--- src/rtl/shift_counter.sv ---
// One-hot bounce counter: a single 1 walks from LSB to MSB and back, each endpoint held one clock.
// Optional build macro SHIFT_COUNTER_ONEHOT_CHECK_EN adds recovery from non-one-hot states.
module shift_counter #(
   parameter int WIDTH = 8
) (
   output logic [WIDTH-1:0] cout,
   input  logic             clk,
   input  logic             reset
);

   logic             dir;
   logic [WIDTH-1:0] cout_nxt;
   logic             dir_nxt;
   logic             bad;

`ifdef SHIFT_COUNTER_ONEHOT_CHECK_EN
   // x & (x-1) clears the lowest set bit; zero result with nonzero x means exactly one bit set
   assign bad = (cout == '0) || ((cout & (cout - WIDTH'(1))) != '0);
`else
   assign bad = 1'b0;
`endif

   always_comb begin
      cout_nxt = cout;
      dir_nxt  = dir;
      if (bad) begin
         cout_nxt = WIDTH'(1);
         dir_nxt  = 1'b0;
      end else if (!dir) begin
         // turn around when the next left shift would fall off the MSB
         if (cout[WIDTH-1]) begin
            dir_nxt  = 1'b1;
            cout_nxt = cout >> 1;
         end else begin
            cout_nxt = cout << 1;
         end
      end else begin
         if (cout[0]) begin
            dir_nxt  = 1'b0;
            cout_nxt = cout << 1;
         end else begin
            cout_nxt = cout >> 1;
         end
      end
   end

   always_ff @(posedge clk or posedge reset) begin
      if (reset) begin
         cout <= WIDTH'(1);
         dir  <= 1'b0;
      end else begin
         cout <= cout_nxt;
         dir  <= dir_nxt;
`ifdef SHIFT_COUNTER_ONEHOT_CHECK_EN
`ifndef SYNTHESIS
         if (bad) $display("shift_counter warning: non-one-hot cout %b at %0t, recovering", cout, $time);
`endif
`endif
      end
   end

endmodule

--- config.mk ---
export PLATFORM = sky130hd
export DESIGN_NAME = shift_counter
export DESIGN_NICKNAME = d
export VERILOG_FILES = /design/src/rtl/shift_counter.sv
export SDC_FILE = /design/constraint.sdc
export NUM_CORES = 1
export LEC_CHECK = 0
export CORE_AREA = 4 4 41 43
export CTS_CLUSTER_SIZE = 24
export DETAILED_ROUTE_END_ITERATION = 6
export DIE_AREA = 0 0 45 47
export PLACE_DENSITY = 0.6
export SYNTH_ARGS = -nofsm -noshare
export SYNTH_HDL_FRONTEND = slang
export SYNTH_SLANG_ARGS = --single-unit
--- constraint.sdc ---
create_clock -name clk -period 1 [get_ports clk]
set_input_delay 0.2 -clock clk [delete_from_list [all_inputs] [get_ports clk]]
set_output_delay 0.2 -clock clk [all_outputs]
set_load 0.01 [all_outputs]
==> results.md, run 1 <==
* Most frequent cells in the layout: buf_4 (11), dfrtp_1 (7), buf_2 (6)
* Failing checks: negative setup slack
* Vias per cell at 4.27
* Buffers on Ports at 9
* Total GRT Usage at 10.5%
* Rel. slew slack at 76.3%
* WP data required at 1.15 ns
* Clock Pin Slew Worst Setup and Hold Paths at 0.07 ns
* Chip width at 45 µm
* Final min period at 1.19 ns
* Core Region at 0.00130 mm²
* FF/Latch Area at 228 µm²
* FP Rows at 13
* Worst Setup End Kind: flop
* Clock net sink count at 9
* Cells after Synth at 25
* Residual DRC count at 0
* Family with the most delay on the worst path: flip-flops
* DRT Wirelength at 893 µm
* RSZ-0062 raised after global routing: true
* Crit Path Max Fanout at 5
* F_max at 840 MHz
* Peak VDD IR at 0.585 mV
* #FFs+latches synth at 9
* Total gr overflow at 0
* Post-synth cell types at 12
* Post-synthesis sequential area ratio at 61.4%
* # setup viols final at 11
* Worst path bufs/invs at 0
* Final setup TNS at -1.58 ns
* Largest net degree at the start of global routing at 10
* I/O pin cnt at 10
* Core Util, Final at 46.6%
* Drt wl/cell at 13.3 µm
* Area growth from synthesis to layout at 64.4%
* Flop2flop setup slack at -0.19 ns
* DR iter-0 viols at 5
* Worst hold slack at 0.197 ns
* Clock Root Buffer: clkbuf_4
* Cells after DPL at 58
* Vias in the first global route at 319
* Largest cells by area after synthesis: dfrtp_1 (54%), mux2_4 (16%), dfstp_2 (7.1%), o21ai_4 (4.4%), inv_1 (3.1%)
* Fraction of the cycle the final worst path needs at 119%
* Mapped Area at 369 µm²
* Worst Skew at 0.00600 ns
* Setup CP Type: flop to flop
* Htree depth at 1
* Final Wtd Congestion at 0.809
* Power Dens Cells at 1090 mW/mm²
* Initial antenna violation count at 0
* Slack of the critical path at -0.190 ns
* Worst Max-Slew Pin Slew at 0.355 ns
* Worst path slowest cell: dfstp_2
* Non-filler cells, final at 67
* CP peak stage delay at 0.56 ns
* Area leader, netlist: dfrtp_1
* CTS tree: yes
* Outcome: complete, but fails checks
* Critical Path AT at 1.34 ns
* Die height at 47 µm
* Drt pass-1 iters at 2
* Mean cell area of the mapped netlist at 14.8 µm²
* Tot Pwr at 0.663 mW
* Synthesized net count at 27
* Max Cap Viol at 0
* Worst R2R Start: cout[0]
* Commonest non-fill, non-tap cell in the layout: buf_4
* FILL cells at 135
* Final slew viol count at 0
* DR vias at 286
* Worst path cell trace: nand2_4 > o21ai_4 > mux2_4
* Die area at 0.00212 mm²
* Multi-input logic area at 144 µm²
* Kind of start point of the critical path: flop
* Initial core utilization at 28.4%
* Final nets at 55
* First-pass GRT wire length at 1470 µm
* ANT cells at 0
* Leak at 0.355 nW
* Longest Clk Path Bufs at 2
* Yosys warns at 0
* Num CTS Buffers at 3
* Layout cells sized above 1 at 71.2%
* ANT nets after route at 0
* Final Hold Fails at 0
* Skew-Pair Late Insertion Delay at 0.26 ns
* Worst Hold Class: input port to async pin
* Share of the synthesized area in the top cell type at 54.2%
* Post-CTS Hold Fix Bufs at 0
* Setup crit start: cout[0]
sequential cells by signal, summed over array words and instances, names as in the netlist:
signal and flops:
dir 1, cout 8
final timing paths:
| kind | end | cells past startpoint |
|---|---|---|
| min reg2reg | cout[2] | 2 |
| max reg2reg | cout[5] | 3 |
| max | cout[5] | 3 |
| min in group clk | cout[2] | 2 |
| max in group asynchronous | cout[0] | 2 |
| min | cout[4] | 2 |
layer usage:
metal,routed length [µm],GRT usage (%),vias up
met1,358,10.1,143
li1,-,-,137
met3,45,3.83,0
met5,0,0,-
met2,490,18.6,6
met4,0,7.02,0
logic make-up (layout without fill, tap and decap cells):
| group | Yosys count | in the layout | synth area share (%) |
|---|---|---|---|
| simple gates | 5 | 5 | 7.80 |
| buf+inv | 3 | 30 | 3.05 |
| compound gates | 3 | 3 | 8.47 |
| flops | 9 | 9 | 61.4 |
| mux | 5 | 5 | 19.3 |
synth_stat cells, drive strengths merged:
| library cell | number |
|---|---|
| dfrtp | 8 |
| mux2 | 5 |
| inv | 3 |
| nor2 | 2 |
| a21oi | 1 |
| and2 | 1 |
| dfstp | 1 |
| nand2 | 1 |
| nor3b | 1 |
| o21ai | 1 |
| o22a | 1 |
worst register-to-register path, cell delays in order, from the launching register on:
cell and delay (ns):
dfstp_2 0.56, nand2_4 0.07, o21ai_4 0.12, mux2_4 0.33
power by group:
part | internal (mW) | switching, mW | total, mW | leakage, nW
Clock | 0.154 | 0.134 | 0.288 | 0.0150
Sequential | 0.364 | 0 | 0.364 | 0.120
Combinational | 0.00364 | 0.00744 | 0.0111 | 0.220
Total | 0.522 | 0.142 | 0.663 | 0.355
per-stage QoR:
stage                     instance area, µm²  setup slack [ns]
after CTS                                586            -0.200
after global placement                   546            -0.283
after detailed placement                 546            -0.292
after floorplan                          369            -0.202
after global routing                     607            -0.235
final                                    607            -0.190
cell type report:
cell class              count  area share [%]
flip-flops and latches      9            37.5
multi-input cells          13            23.7
clock buffers               4            4.33
well taps                  15            3.09
inverters                   3            1.86
repair buffers             23            29.5
repair_timing:
item	4_1_cts	5_1_grt
pin swaps	0	3
endpoints found under the setup margin	17	17
gates resized for setup	38	4
setup buffers	4	2
No activity file was read; power rests on OpenSTA's default activity.
==> inputs of run 2 (changes only) <==
--- a/config.mk
+++ b/config.mk
@@ -6,10 +6,11 @@
 export NUM_CORES = 1
 export LEC_CHECK = 0
 export CORE_AREA = 4 4 41 43
-export CTS_CLUSTER_SIZE = 24
+export CTS_CLUSTER_DIAMETER = 40
+export CTS_CLUSTER_SIZE = 30
 export DETAILED_ROUTE_END_ITERATION = 6
 export DIE_AREA = 0 0 45 47
-export PLACE_DENSITY = 0.6
+export PLACE_DENSITY_LB_ADDON = 0.3
 export SYNTH_ARGS = -nofsm -noshare
 export SYNTH_HDL_FRONTEND = slang
 export SYNTH_SLANG_ARGS = --single-unit
==> run 2 against run 1 <==
Net effect:
- the run still ends with negative setup slack left
- combinational power rose by 58%
- critical path depth did not move
- sequential share of layout area fell by 0.46 points
- power rose by 0.92%
- sequential cell count did not move
- cell count rose by 3.0%
- global-route usage fell by 0.86 points
- wire length fell by 1.7%
- sequential power barely moved
- worst hold slack improved by 0.017 ns
==> results.md, run 2 (same netlist as run 1, synthesis figures left out) <==
* Outcome: complete, but fails checks
* Failing checks: negative setup slack
* Leak at 0.366 nW (+3.1%)
* Rel. slew slack at 83.0% (+6.7 points)
* ANT cells at 0 (unchanged)
* Most frequent cells in the layout: buf_4 (14), dfrtp_1 (7), buf_2 (6)
* Skew-Pair Late Insertion Delay at 0.26 ns (about the same)
* CTS tree: yes
* Flop2flop setup slack at -0.19 ns (about the same)
* Setup CP Type: flop to flop
* Power Dens Cells at 1090 mW/mm² (-0.32%)
* Worst Hold Class: input port to async pin
* Final min period at 1.19 ns (+0.00304 ns)
* Core Util, Final at 47.2% (+0.58 points)
* Peak VDD IR at 0.540 mV (-7.7%)
* DRT Wirelength at 878 µm (-1.7%)
* Final nets at 57 (+3.6%)
* Critical Path AT at 1.34 ns (about the same)
* CP peak stage delay at 0.57 ns (about the same)
* Num CTS Buffers at 3 (unchanged)
* Longest Clk Path Bufs at 2 (unchanged)
* Clock Root Buffer: clkbuf_4
* F_max at 838 MHz (-0.25%)
* I/O pin cnt at 10 (unchanged)
* Initial core utilization at 28.4% (unchanged)
* Final Hold Fails at 0 (unchanged)
* Final Wtd Congestion at 0.803 (-0.73%)
* Chip width at 45 µm (unchanged)
* Area growth from synthesis to layout at 66.4%
* Slack of the critical path at -0.193 ns (-0.00304 ns)
* Commonest non-fill, non-tap cell in the layout: buf_4
* WP data required at 1.15 ns (about the same)
* Worst path cell trace: nand2_4 > o21ai_4 > mux2_4
* ANT nets after route at 0 (unchanged)
* Total GRT Usage at 9.60% (-0.86 points)
* Worst hold slack at 0.214 ns (+0.0166 ns)
* FP Rows at 13 (unchanged)
* Fraction of the cycle the final worst path needs at 119% (+0.30 points)
* Layout cells sized above 1 at 70.4% (-0.78 points)
* # setup viols final at 11 (unchanged)
* Kind of start point of the critical path: flop
* Core Region at 0.00130 mm² (unchanged)
* Reg2reg end: cout[4]
* Die area at 0.00212 mm² (unchanged)
* Largest register FFs at 8 (unchanged)
* Total gr overflow at 0 (unchanged)
* Drt pass-1 iters at 1 (-1)
* Vias in the first global route at 297 (-6.9%)
* Worst Max-Slew Pin Slew at 0.254 ns (-0.102 ns)
* Residual DRC count at 0 (unchanged)
* Worst Setup End Kind: flop
* Worst path slowest cell: dfstp_2
* R2R depth at 3 (unchanged)
* First-pass GRT wire length at 1370 µm (-6.5%)
* Worst R2R Start: cout[0]
* Max Cap Viol at 0 (unchanged)
* Initial antenna violation count at 0 (unchanged)
* Die height at 47 µm (unchanged)
* Worst Skew at 0.00120 ns (-0.00480 ns)
* DR vias at 287 (+0.35%)
* Htree depth at 1 (unchanged)
* Final slew viol count at 0 (unchanged)
* Vias per cell at 4.16 (-2.6%)
* Buffers on Ports at 9 (unchanged)
* Most flops, register: cout
* RSZ-0062 raised after global routing: true
* Tot Pwr at 0.670 mW (+0.92%)
* Largest net degree at the start of global routing at 6 (-4)
* Clock Pin Slew Worst Setup and Hold Paths at 0.06 ns (about the same)
* Drt wl/cell at 12.7 µm (-4.5%)
* Setup crit start: cout[0]
* Top flop regs: cout (8), dir (1)
* DR iter-0 viols at 0 (-5)
* Worst Setup EP: cout[4]
* Crit Path Max Fanout at 5 (unchanged)
* DP Wirelength at 598 µm
* Clock net sink count at 9 (unchanged)
run 2: area by class of cell:
| type | instances | area (µm²) |
|---|---|---|
| Tap cell | 15 | 18.8 |
| Clock buffer | 4 | 26.3 |
| Inverter | 3 | 11.3 |
| Multi-Input combinational cell | 13 | 140 |
| Sequential cell | 9 | 228 |
| Timing Repair Buffer | 25 | 190 |
| Fill cell | 127 | 687 |
run 2: metal layers:
layer	global-route usage, %	share of wire, %	wire (µm)	vias to the layer above
met3	4.60	7.1	62	2
met4	3.51	1.6	14	0
met1	10.1	39	344	136
li1	-	-	-	140
met5	0	0	0	-
met2	16.7	52	457	9
run 2: critical path: cells and delay by family (launching register included):
family / cells / cell delay [ns]
AOI/OAI and AO/OA: 1 / 0.12
muxes: 1 / 0.32
and+or+nand+nor: 1 / 0.07
DFF: 1 / 0.57
run 2: how the worst min path moves through the flow:
stage / slack (ns) / endpoint / from / cells after the start
final: 0.21 / cout[2] / reset / 3
after global placement: 0.48 / cout[2] / reset / 3
after detailed placement: 0.49 / cout[2] / reset / 3
after floorplan: 0.03 / cout[1] / reset / 1
after CTS: 0.22 / cout[2] / reset / 3
after global routing: 0.24 / cout[2] / reset / 3
run 2: where the power goes:
part	internal [mW]	leakage, nW	switching (mW)	total (mW)
Sequential	0.364	0.120	0	0.364
Combinational	0.00876	0.231	0.00872	0.0175
Clock	0.154	0.0150	0.134	0.288
run 2: metrics by stage:
| step | cell area (µm²) | cells | setup slack [ns] | setup TNS (ns) |
|---|---|---|---|---|
| after floorplan | 369 | 25 | -0.202 | -0.917 |
| after global placement | 561 | 60 | -0.282 | -1.99 |
| after detailed placement | 561 | 60 | -0.292 | -2.27 |
| after CTS | 584 | 68 | -0.201 | -1.48 |
| after global routing | 614 | 69 | -0.236 | -2.07 |
| final | 614 | 69 | -0.193 | -1.56 |
run 2: repair_timing:
action	in CTS	in global routing
resized for setup	34	5
hold buffers	0	0
endpoints found under the hold margin	0	0
pin swaps	1	0
buffers inserted	4	1
endpoints found under the setup margin	17	17
==> inputs of run 3 (changes only) <==
--- a/config.mk
+++ b/config.mk
@@ -5,6 +5,8 @@
 export SDC_FILE = /design/constraint.sdc
 export NUM_CORES = 1
 export LEC_CHECK = 0
+export CELL_PAD_IN_SITES_DETAIL_PLACEMENT = 0
+export CELL_PAD_IN_SITES_GLOBAL_PLACEMENT = 1
 export CORE_AREA = 4 4 41 43
 export CTS_CLUSTER_DIAMETER = 40
 export CTS_CLUSTER_SIZE = 30
==> run 3 against run 2 <==
Net effect:
- the run still ends with negative setup slack left
- cell count decreased by 4.3%
- count of clock-buffer cells in the layout unchanged
- non-clock buffer count fell by 3
- combinational power shrank 38%
- setup slack gained 0.0017 ns
- core utilization decreased by 1.7 points
- clock power fell by 7%
- first-iteration DRC count up 1
- power shrank 3.8%
- sequential power about the same
- sequential cell count did not move
==> results.md, run 3 (same netlist as run 1, synthesis figures left out) <==
* Longest Clk Path Bufs at 2 (unchanged)
* Most frequent cells in the layout: buf_4 (11), dfrtp_1 (8), buf_2 (7)
* I/O pin cnt at 10 (unchanged)
* Worst Setup EP: cout[4]
* # setup viols final at 11 (unchanged)
* Worst path bufs/invs at 0 (unchanged)
* Worst path slowest cell: dfstp_2
* Die height at 47 µm (unchanged)
* Layout cells sized above 1 at 72.5% (+2.2 points)
* R2R depth at 3 (unchanged)
* ANT nets after route at 0 (unchanged)
* DRT Wirelength at 815 µm (-7.2%)
* Failing checks: negative setup slack
* Setup CP Type: flop to flop
* Clock net sink count at 9 (unchanged)
* DR vias at 283 (-1.4%)
* Total GRT Usage at 9.20% (-0.40 points)
* Initial antenna violation count at 0 (unchanged)
* Leak at 0.340 nW (-7.0%)
* Worst R2R Start: cout[0]
* Area growth from synthesis to layout at 60.3%
* Kind of start point of the critical path: flop
* Worst Max-Slew Pin Slew at 0.335 ns (+0.0811 ns)
* Drt wl/cell at 12.3 µm (-3.0%)
* FILL cells at 119 (-6.3%)
* Final Hold Fails at 0 (unchanged)
* CTS tree: yes
* Drt pass-1 iters at 2 (+1)
* Post-CTS Hold Fix Bufs at 0 (unchanged)
* Residual DRC count at 0 (unchanged)
* Buffers on Ports at 9 (unchanged)
* Largest net degree at the start of global routing at 10 (+4)
* Top flop regs: cout (8), dir (1)
* RSZ-0062 raised after global routing: true
* Chip width at 45 µm (unchanged)
* Worst path cell trace: nand2_2 > o21ai_4 > mux2_4
* Clock Root Buffer: clkbuf_4
* DR iter-0 viols at 1 (+1)
* Peak VDD IR at 0.535 mV (-0.78%)
* Fraction of the cycle the final worst path needs at 119% (-0.17 points)
* Core Region at 0.00130 mm² (unchanged)
* Worst Setup End Kind: flop
* Vias in the first global route at 302 (+1.7%)
* Worst path depth at 3 (unchanged)
* Flop2flop setup slack at -0.19 ns (about the same)
* Total gr overflow at 0 (unchanged)
* DP Wirelength at 562 µm (-6.0%)
* Final Wtd Congestion at 0.780 (-2.8%)
* Critical Path AT at 1.33 ns (about the same)
* Reg2reg end: cout[4]
* FP Rows at 13 (unchanged)
* Worst hold slack at 0.211 ns (-0.00216 ns)
* Power Dens Cells at 1090 mW/mm² (-0.10%)
* Final slew viol count at 0 (unchanged)
* CP peak stage delay at 0.55 ns (-0.02 ns)
* Htree depth at 1 (unchanged)
* F_max at 839 MHz (+0.14%)
* Max Cap Viol at 0 (unchanged)
* Crit Path Max Fanout at 5 (unchanged)
* Post-DP Area at 553 µm² (-1.3%)
* Slack of the critical path at -0.192 ns (+0.00171 ns)
* Outcome: complete, but fails checks
* Worst Skew at 0.000797 ns (-0.000403 ns)
* Skew-Pair Late Insertion Delay at 0.25 ns (about the same)
* Initial core utilization at 28.4% (unchanged)
* ANT cells at 0 (unchanged)
* Most flops, register: cout
* Vias per cell at 4.29 (+3.1%)
* First-pass GRT wire length at 1300 µm (-5.5%)
* Setup crit start: cout[0]
* Family with the most delay on the worst path: flip-flops
* Final non-filler cell area at 592 µm² (-3.7%)
* Worst Hold Class: input port to async pin
* Clock Pin Slew Worst Setup and Hold Paths at 0.06 ns (about the same)
* Final min period at 1.19 ns (-0.00171 ns)
* Largest register FFs at 8 (unchanged)
* Commonest non-fill, non-tap cell in the layout: buf_4
* Die area at 0.00212 mm² (unchanged)
* Final nets at 54 (-5.3%)
* Rel. slew slack at 77.6% (-5.4 points)
* WP data required at 1.14 ns (about the same)
* Num CTS Buffers at 3 (unchanged)
run 3: power by group:
group | internal (mW) | switching (mW)
logic | 0.00366 | 0.00715
clock network | 0.153 | 0.116
registers | 0.364 | 0
run 3: layout make-up:
type	count	area, µm²	area share, %
multi-input combinational	13	148	24.9
tap	15	18.8	3.17
timing repair buffer	22	161	27.3
sequential	9	226	38.3
inverter	3	11.3	1.90
clock buffer	4	26.3	4.44
run 3: per-layer routing:
metal	vias to the layer above	wire length, µm	track usage, %
met4	0	15	5.26
met3	2	46	2.30
li1	137	-	-
met1	136	359	10.6
met2	8	393	15.5
met5	-	0	0
run 3: worst min path at each step:
stage               slack, ns   from  endpoint
detailed placement       0.50  reset   cout[5]
CTS                      0.22  reset   cout[3]
floorplan                0.03  reset   cout[1]
finish                   0.21  reset   cout[6]
global route             0.24  reset   cout[5]
global placement         0.47  reset   cout[3]
run 3: metrics by stage:
step	setup WS [ns]	power [mW]	TNS (ns)	cells	util [%]
3_5_place_dp	-0.276	0.382	-1.96	59	42.5
2_1_floorplan	-0.202	0.376	-0.917	25	-
4_1_cts	-0.194	0.658	-1.39	65	43.5
6_report	-0.192	0.644	-1.54	66	45.5
3_3_place_gp	-0.254	0.382	-1.75	59	42.5
5_1_grt	-0.231	0.671	-1.99	66	45.5
run 3: timing repair:
item                                    4_1_cts  5_1_grt
pin swaps                                     1        3
resized for setup                            35        5
setup buffers                                 2        1
endpoints found under the setup margin       17       15
